[src/rtl/qam_pkg.sv]
// Shared definitions for the 4-QAM modulator/demodulator pair: symbol bit
// mapping, default sample width and symbol length, and the demodulator state encoding.
package qam_pkg;

  localparam int SYM_I_BIT = 1;
  localparam int SYM_Q_BIT = 0;

  localparam int DEF_DW  = 16;
  localparam int DEF_SPS = 8;

  typedef enum logic [1:0] {
    IDLE   = 2'd0,
    INTEG  = 2'd1,
    DECIDE = 2'd2
  } qam_state_e;

endpackage

[src/rtl/qam_mac_branch.sv]
// One signed multiply-accumulate branch of the demodulator. Load takes priority
// over accumulate, and accumulate takes priority over clear.
module qam_mac_branch #(
  parameter int DW = 16,
  parameter int AW = 2*DW+8
) (
  input  logic                 clk_i,
  input  logic                 rst_i,
  input  logic                 load_i,
  input  logic                 accum_i,
  input  logic                 clr_i,
  input  logic signed [DW-1:0] a_i,
  input  logic signed [DW-1:0] b_i,
  output logic signed [AW-1:0] acc_o
);

  logic signed [2*DW-1:0] a_ext, b_ext, prod;
  logic signed [AW-1:0]   prod_ext;
  logic signed [AW-1:0]   acc_d, acc_q;

  // Widen before multiplying so the full DW x DW product is kept.
  assign a_ext    = {{DW{a_i[DW-1]}}, a_i};
  assign b_ext    = {{DW{b_i[DW-1]}}, b_i};
  assign prod     = a_ext * b_ext;
  assign prod_ext = {{(AW-2*DW){prod[2*DW-1]}}, prod};

  always_comb begin
    acc_d = acc_q;
    if (load_i)       acc_d = prod_ext;
    else if (accum_i) acc_d = acc_q + prod_ext;
    else if (clr_i)   acc_d = '0;
  end

  always_ff @(posedge clk_i) begin
    if (rst_i) acc_q <= '0;
    else       acc_q <= acc_d;
  end

  assign acc_o = acc_q;

endmodule

[src/rtl/qam_demodulator.sv]
// Coherent 4-QAM demodulator: integrate-and-dump on I/Q, hard decision, 2-bit serializer.
// Optional soft outputs soft_i/soft_q are enabled with `define QAM_DEMOD_SOFT_EN.
module qam_demodulator
  import qam_pkg::*;
#(
  parameter int SPS = DEF_SPS,
  parameter int DW  = DEF_DW,
  parameter int AW  = 2*DW+8
) (
  input  logic                 clk,
  input  logic                 rst,
  input  logic                 sample_valid,
  input  logic                 sym_sync,
  input  logic signed [DW-1:0] mixed_signal,
  input  logic signed [DW-1:0] ref_sine,
  input  logic signed [DW-1:0] ref_cosine,
  output logic [1:0]           parallel,
  output logic                 parallel_valid,
  output logic                 serial_bit,
  output logic                 serial_valid,
  output logic                 locked,
  output logic                 slip
`ifdef QAM_DEMOD_SOFT_EN
  ,
  output logic signed [AW-1:0] soft_i,
  output logic signed [AW-1:0] soft_q
`endif
);

  localparam int             CW   = $clog2(SPS+1);
  localparam logic [CW-1:0]  LAST = CW'(SPS-1);

  qam_state_e          state_q;
  logic [CW-1:0]       cnt_q;
  logic [1:0]          parallel_q;
  logic                parallel_valid_q;
  logic                serial_bit_q, serial_valid_q;
  logic                pend_q, pend_bit_q;
  logic                locked_q, slip_q;
  logic                mac_load, mac_accum, mac_clr;
  logic signed [AW-1:0] acc_i, acc_q;
  logic                dec_i, dec_q;

  always_comb begin
    mac_load  = 1'b0;
    mac_accum = 1'b0;
    mac_clr   = 1'b0;
    case (state_q)
      IDLE:   mac_load = sample_valid && sym_sync;
      INTEG: begin
        mac_load  = sample_valid && sym_sync;
        mac_accum = sample_valid && !sym_sync;
      end
      DECIDE: begin
        mac_clr  = 1'b1;
        mac_load = sample_valid;
      end
      default: ;
    endcase
  end

  qam_mac_branch #(.DW(DW), .AW(AW)) u_mac_i (
    .clk_i(clk), .rst_i(rst), .load_i(mac_load), .accum_i(mac_accum), .clr_i(mac_clr),
    .a_i(mixed_signal), .b_i(ref_cosine), .acc_o(acc_i)
  );

  qam_mac_branch #(.DW(DW), .AW(AW)) u_mac_q (
    .clk_i(clk), .rst_i(rst), .load_i(mac_load), .accum_i(mac_accum), .clr_i(mac_clr),
    .a_i(mixed_signal), .b_i(ref_sine), .acc_o(acc_q)
  );

  // Strictly positive sum decides 1; zero and negative decide 0.
  assign dec_i = !acc_i[AW-1] && (acc_i != '0);
  assign dec_q = !acc_q[AW-1] && (acc_q != '0);

  always_ff @(posedge clk) begin
    if (rst) begin
      state_q          <= IDLE;
      cnt_q            <= '0;
      parallel_q       <= '0;
      parallel_valid_q <= 1'b0;
      serial_bit_q     <= 1'b0;
      serial_valid_q   <= 1'b0;
      pend_q           <= 1'b0;
      pend_bit_q       <= 1'b0;
      locked_q         <= 1'b0;
      slip_q           <= 1'b0;
    end else begin
      parallel_valid_q <= 1'b0;
      slip_q           <= 1'b0;
      if (pend_q) begin
        serial_bit_q   <= pend_bit_q;
        serial_valid_q <= 1'b1;
        pend_q         <= 1'b0;
      end else begin
        serial_valid_q <= 1'b0;
      end

      case (state_q)
        IDLE: begin
          if (sample_valid && sym_sync) begin
            cnt_q    <= CW'(1);
            locked_q <= 1'b1;
            state_q  <= INTEG;
          end
        end
        INTEG: begin
          if (sample_valid) begin
            if (sym_sync) begin
              cnt_q <= CW'(1);
              if (cnt_q != '0) slip_q <= 1'b1;
            end else if (cnt_q == LAST) begin
              cnt_q   <= '0;
              state_q <= DECIDE;
            end else begin
              cnt_q <= cnt_q + 1'b1;
            end
          end
        end
        DECIDE: begin
          parallel_q[SYM_I_BIT] <= dec_i;
          parallel_q[SYM_Q_BIT] <= dec_q;
          parallel_valid_q      <= 1'b1;
          // A new decision overrides any bit still waiting in the serializer.
          serial_bit_q          <= dec_i;
          serial_valid_q        <= 1'b1;
          pend_q                <= 1'b1;
          pend_bit_q            <= dec_q;
          cnt_q                 <= sample_valid ? CW'(1) : '0;
          state_q               <= INTEG;
        end
        default: state_q <= IDLE;
      endcase
    end
  end

`ifdef QAM_DEMOD_SOFT_EN
  logic signed [AW-1:0] soft_i_q, soft_q_q;

  always_ff @(posedge clk) begin
    if (rst) begin
      soft_i_q <= '0;
      soft_q_q <= '0;
    end else if (state_q == DECIDE) begin
      soft_i_q <= acc_i;
      soft_q_q <= acc_q;
    end
  end

  assign soft_i = soft_i_q;
  assign soft_q = soft_q_q;
`endif

  assign parallel       = parallel_q;
  assign parallel_valid = parallel_valid_q;
  assign serial_bit     = serial_bit_q;
  assign serial_valid   = serial_valid_q;
  assign locked         = locked_q;
  assign slip           = slip_q;

endmodule
[config.mk]
export PLATFORM = sky130hd
export DESIGN_NAME = qam_demodulator
export DESIGN_NICKNAME = d
export VERILOG_FILES = /design/src/rtl/qam_pkg.sv /design/src/rtl/qam_mac_branch.sv /design/src/rtl/qam_demodulator.sv
export SDC_FILE = /design/constraint.sdc
export NUM_CORES = 2
export LEC_CHECK = 0
export ABC_AREA = 1
export BUFFER_PORTS_ARGS = -buffer_cell sky130_fd_sc_hd__buf_2
export CAP_MARGIN = 0
export CORE_UTILIZATION = 46
export CTS_CLUSTER_SIZE = 10
export DETAILED_ROUTE_END_ITERATION = 16
export RECOVER_POWER = 100
export SETUP_SLACK_MARGIN = 0.4
export SLEW_MARGIN = 20
export SYNTH_ARGS = -nofsm -noshare
export SYNTH_HDL_FRONTEND = slang
export SYNTH_SLANG_ARGS = --single-unit
[constraint.sdc]
create_clock -name clk -period 9.8 [get_ports clk]
set_input_delay 0.98 -clock clk [delete_from_list [all_inputs] [get_ports clk]]
set_output_delay 0.98 -clock clk [all_outputs]
set_load 0.05 [all_outputs]
==> results.json <==
{
  "synth_cell_types": 53,
  "slew_headroom_pct": -96.9,
  "ctsResizeCount": 0,
  "hold_end": "locked",
  "cts_root_buf": "clkbuf_16",
  "synth_cells": 4519,
  "io_buffers": 58,
  "layout.nets": 5284,
  "status": "finished with violations",
  "grt_max_degree": 62,
  "grt_remaining_overflow": 0,
  "synth_edf_count": 0,
  "die_area_um2": 68600,
  "fin_cells": 5325,
  "fin_crit_sh_pct": 90.2,
  "violations": "capacitance limit, slew limit",
  "worstPathMaxFanout": 22,
  "layout_setup_ws_ns": 0.965,
  "syn2layout_area_growth_pct": 3.59,
  "fillers": 6916,
  "fin_hold_ws_ns": 0.471,
  "cts_tree": "built",
  "post-route-min-period_ns": 8.84,
  "r2r_slack_ns": 4.34,
  "avgRoutedWirePerCell_um": 16.4,
  "post_cts.repair.setup_buffers": 0,
  "rsz0062_at_grt": "no",
  "place_inst": 5309,
  "ant_nets": 0,
  "r2r-start": "state_q[0]",
  "crit_required_ns": 10.13,
  "multi_input_area_um2": 24400,
  "slew_violations": 188,
  "synth_async_sr_flop_share_pct": 0,
  "maxCapViolCount": 4,
  "path_depth": 39,
  "fmax_mhz": 113,
  "cts_hold_buf": 0,
  "final-hold-violation-count": 0,
  "synth.cell_area_um2": 31100,
  "place_ws_ns": 0.973,
  "ff2ff_path_depth": 10,
  "layout-drive-gt1-share_pct": 3.00,
  "rows": 94,
  "io_pins": 59,
  "antenna_found_initial": 2,
  "cpMostUsedCell": "nand2_1",
  "initial_core_util_pct": 46.8,
  "num_vias": 27100,
  "setup_viol": 0,
  "setup.worst_path.end_class": "register",
  "cts-buffers-inserted": 9,
  "regArea_um2": 1860,
  "min_from": "locked",
  "fin_tns_setup_ns": 0,
  "track_usage_pct": 26.6,
  "critPathArrivalTime_ns": 9.17,
  "n_antenna_cell": 0,
  "vias_per_cell": 5.09,
  "start_kind": "primary input",
  "cts-htree-levels": 3,
  "cts_buffer_depth": 2,
  "drtIter0Drc": 1966,
  "dp_hpwl_um": 72300,
  "hp-class": "reg -> reg",
  "drt-pass1-iter-count": 8,
  "crit_family": "adder cells",
  "route.detailed.drc": 0,
  "clk_latency_ns": 0.39,
  "yosys_most_used_dff": "dfxtp_1",
  "fin_skew_ns": 0.0118,
  "clk_pin_slew_ns": 0.08,
  "worstHoldPathCells": 1,
  "ys_ff_latch": 93,
  "critPathSlowestCell": "clkbuf_1",
  "wl_um": 87300,
  "yosysWarningCount": 0,
  "core-area_um2": 66300,
  "worstMarginPinSlew_ns": 2.95,
  "place_congestion": 0.959,
  "first_global_vias": 27000,
  "syn_avg_cell_area_um2": 6.87,
  "cpPeakStageDelay_ns": 1.02,
  "synth_fp_nets": 5347,
  "grt_pass1_wl_um": 145000,
  "path_class": "in -> reg",
  "yosysSeqAreaShare_pct": 5.99,
  "cp.buffers_inverters": 10,
  "r2r_end": "u_mac_i.acc_o[8]",
  "clock-sinks": 93,
  "fp.dieH_um": 262,
  "die_w_um": 262
}
==> cell families (layout without fill, tap and decap cells) <==
group | after synthesis | count (layout) | synth area share [%]
compound gates | 438 | 438 | 7.90
flops | 93 | 93 | 5.99
buf+inv | 1246 | 1188 | 15.2
simple gates | 1917 | 1917 | 25.5
xor+xnor | 49 | 49 | 1.41
fa+ha+maj | 776 | 776 | 44.0
==> worst reg2reg max path, delay by kind of cell (launching register included) <==
family / cells / cell delay, ns
simple gates: 4 / 1.85
flops: 1 / 0.37
fa+ha+maj: 1 / 0.29
compound gates: 2 / 0.50
buf+inv: 3 / 2.37
==> metrics by stage <==
stage / utilization, % / area [µm²]
detailed placement: 48.2 / 31900
CTS: 48.6 / 32300
global route: 48.5 / 32200
finish: 48.5 / 32200
global placement: 48.2 / 31900
floorplan: - / 31100
==> worst max-delay path by stage <==
stage | to | start | slack, ns
after floorplan | u_mac_i.acc_o[38] | ref_cosine[3] | 2.09
after global placement | u_mac_i.acc_o[35] | mixed_signal[15] | 0.99
after detailed placement | u_mac_i.acc_o[35] | mixed_signal[15] | 0.97
after CTS | u_mac_i.acc_o[35] | mixed_signal[15] | 1.35
after global routing | u_mac_i.acc_o[30] | mixed_signal[6] | 0.42
final | u_mac_i.acc_o[30] | mixed_signal[6] | 0.96
==> per-layer routing <==
| layer | routed length (µm) | track usage [%] | vias up | part of all wire, % |
|---|---|---|---|---|
| met5 | 27 | 0 | - | 0.031 |
| met4 | 1400 | 5.54 | 4 | 1.6 |
| met3 | 4730 | 2.37 | 85 | 5.4 |
| met2 | 37600 | 40.8 | 691 | 43 |
| met1 | 43600 | 40.7 | 12900 | 50 |
| li1 | - | - | 13400 | - |
==> cells in the mapped netlist, types with 4 or more instances <==
library cell / n / area share [%]
a31oi_1: 29 / 0.58
clkbuf_1: 123 / 1.5
o21a_1: 7 / 0.17
nor2_1: 344 / 4.2
buf_1: 6 / 0.073
nor2_4: 5 / 0.18
nand2_2: 11 / 0.22
a221oi_1: 4 / 0.11
xor2_1: 31 / 0.87
inv_1: 1083 / 13
nand4_1: 36 / 0.73
a21oi_2: 14 / 0.39
inv_2: 17 / 0.21
a21oi_1: 191 / 3.1
buf_2: 10 / 0.16
xnor2_1: 17 / 0.48
or2_1: 6 / 0.12
a21o_1: 13 / 0.31
o21ai_0: 114 / 1.8
nor4_1: 23 / 0.46
and2_1: 17 / 0.34
ha_1: 250 / 10
dfxtp_1: 93 / 6.0
o211ai_1: 9 / 0.22
nand3b_1: 22 / 0.53
o21bai_1: 16 / 0.39
o21ai_1: 27 / 0.44
fa_1: 526 / 34
nand3_1: 192 / 3.1
nand2_1: 1213 / 15
or2_2: 11 / 0.22
nor2_2: 4 / 0.081
nand3_2: 5 / 0.16
nor3_1: 20 / 0.32
==> state kept, by name, summed over array words and instances (netlist names) <==
| signal | count |
|---|---|
| locked | 1 |
| pend_q | 1 |
| cnt_q | 4 |
| slip | 1 |
| u_mac_i.acc_o | 40 |
| parallel | 2 |
| u_mac_q.acc_o | 40 |
| state_q | 2 |
| serial_bit | 1 |
| serial_valid | 1 |
==> cell type report <==
class                   count  area share (%)
well taps                 864            3.36
flip-flops and latches     93            5.79
clock buffers              13           0.809
inverters                1103            12.9
multi-input cells        3180            75.9
clock inverters             3           0.210
repair buffers             69            1.09
==> layout by cell type (no fill, tap or decap), types with 3 or more instances in the layout <==
cell type and n:
a21oi_1 194, or2_2 11, and2_1 15, o21ai_0 126, inv_2 16, nand2_2 7
nor2_4 4, o21a_1 7, nor2_2 4, ha_1 250, o21bai_1 16, o211ai_1 9
nand2_4 3, a221oi_1 4, a21o_1 13, nor4_1 23, o21ai_1 17, buf_4 8
buf_2 50, nor3_1 21, clkbuf_1 13, dfxtp_1 93, a31oi_1 29, or2_0 3
fa_1 526, inv_1 1084, nand3b_1 22, a21oi_2 11, nand2_1 1217, nor2_1 345
xnor2_1 17, clkbuf_16 9, xor2_1 32, nand3_1 196, nand4_1 36, or2_1 4
a21boi_0 3
Power is left out: the tool's default activity adds up to more than one toggle a clock period on the data nets, which glitch-free logic cannot reach.
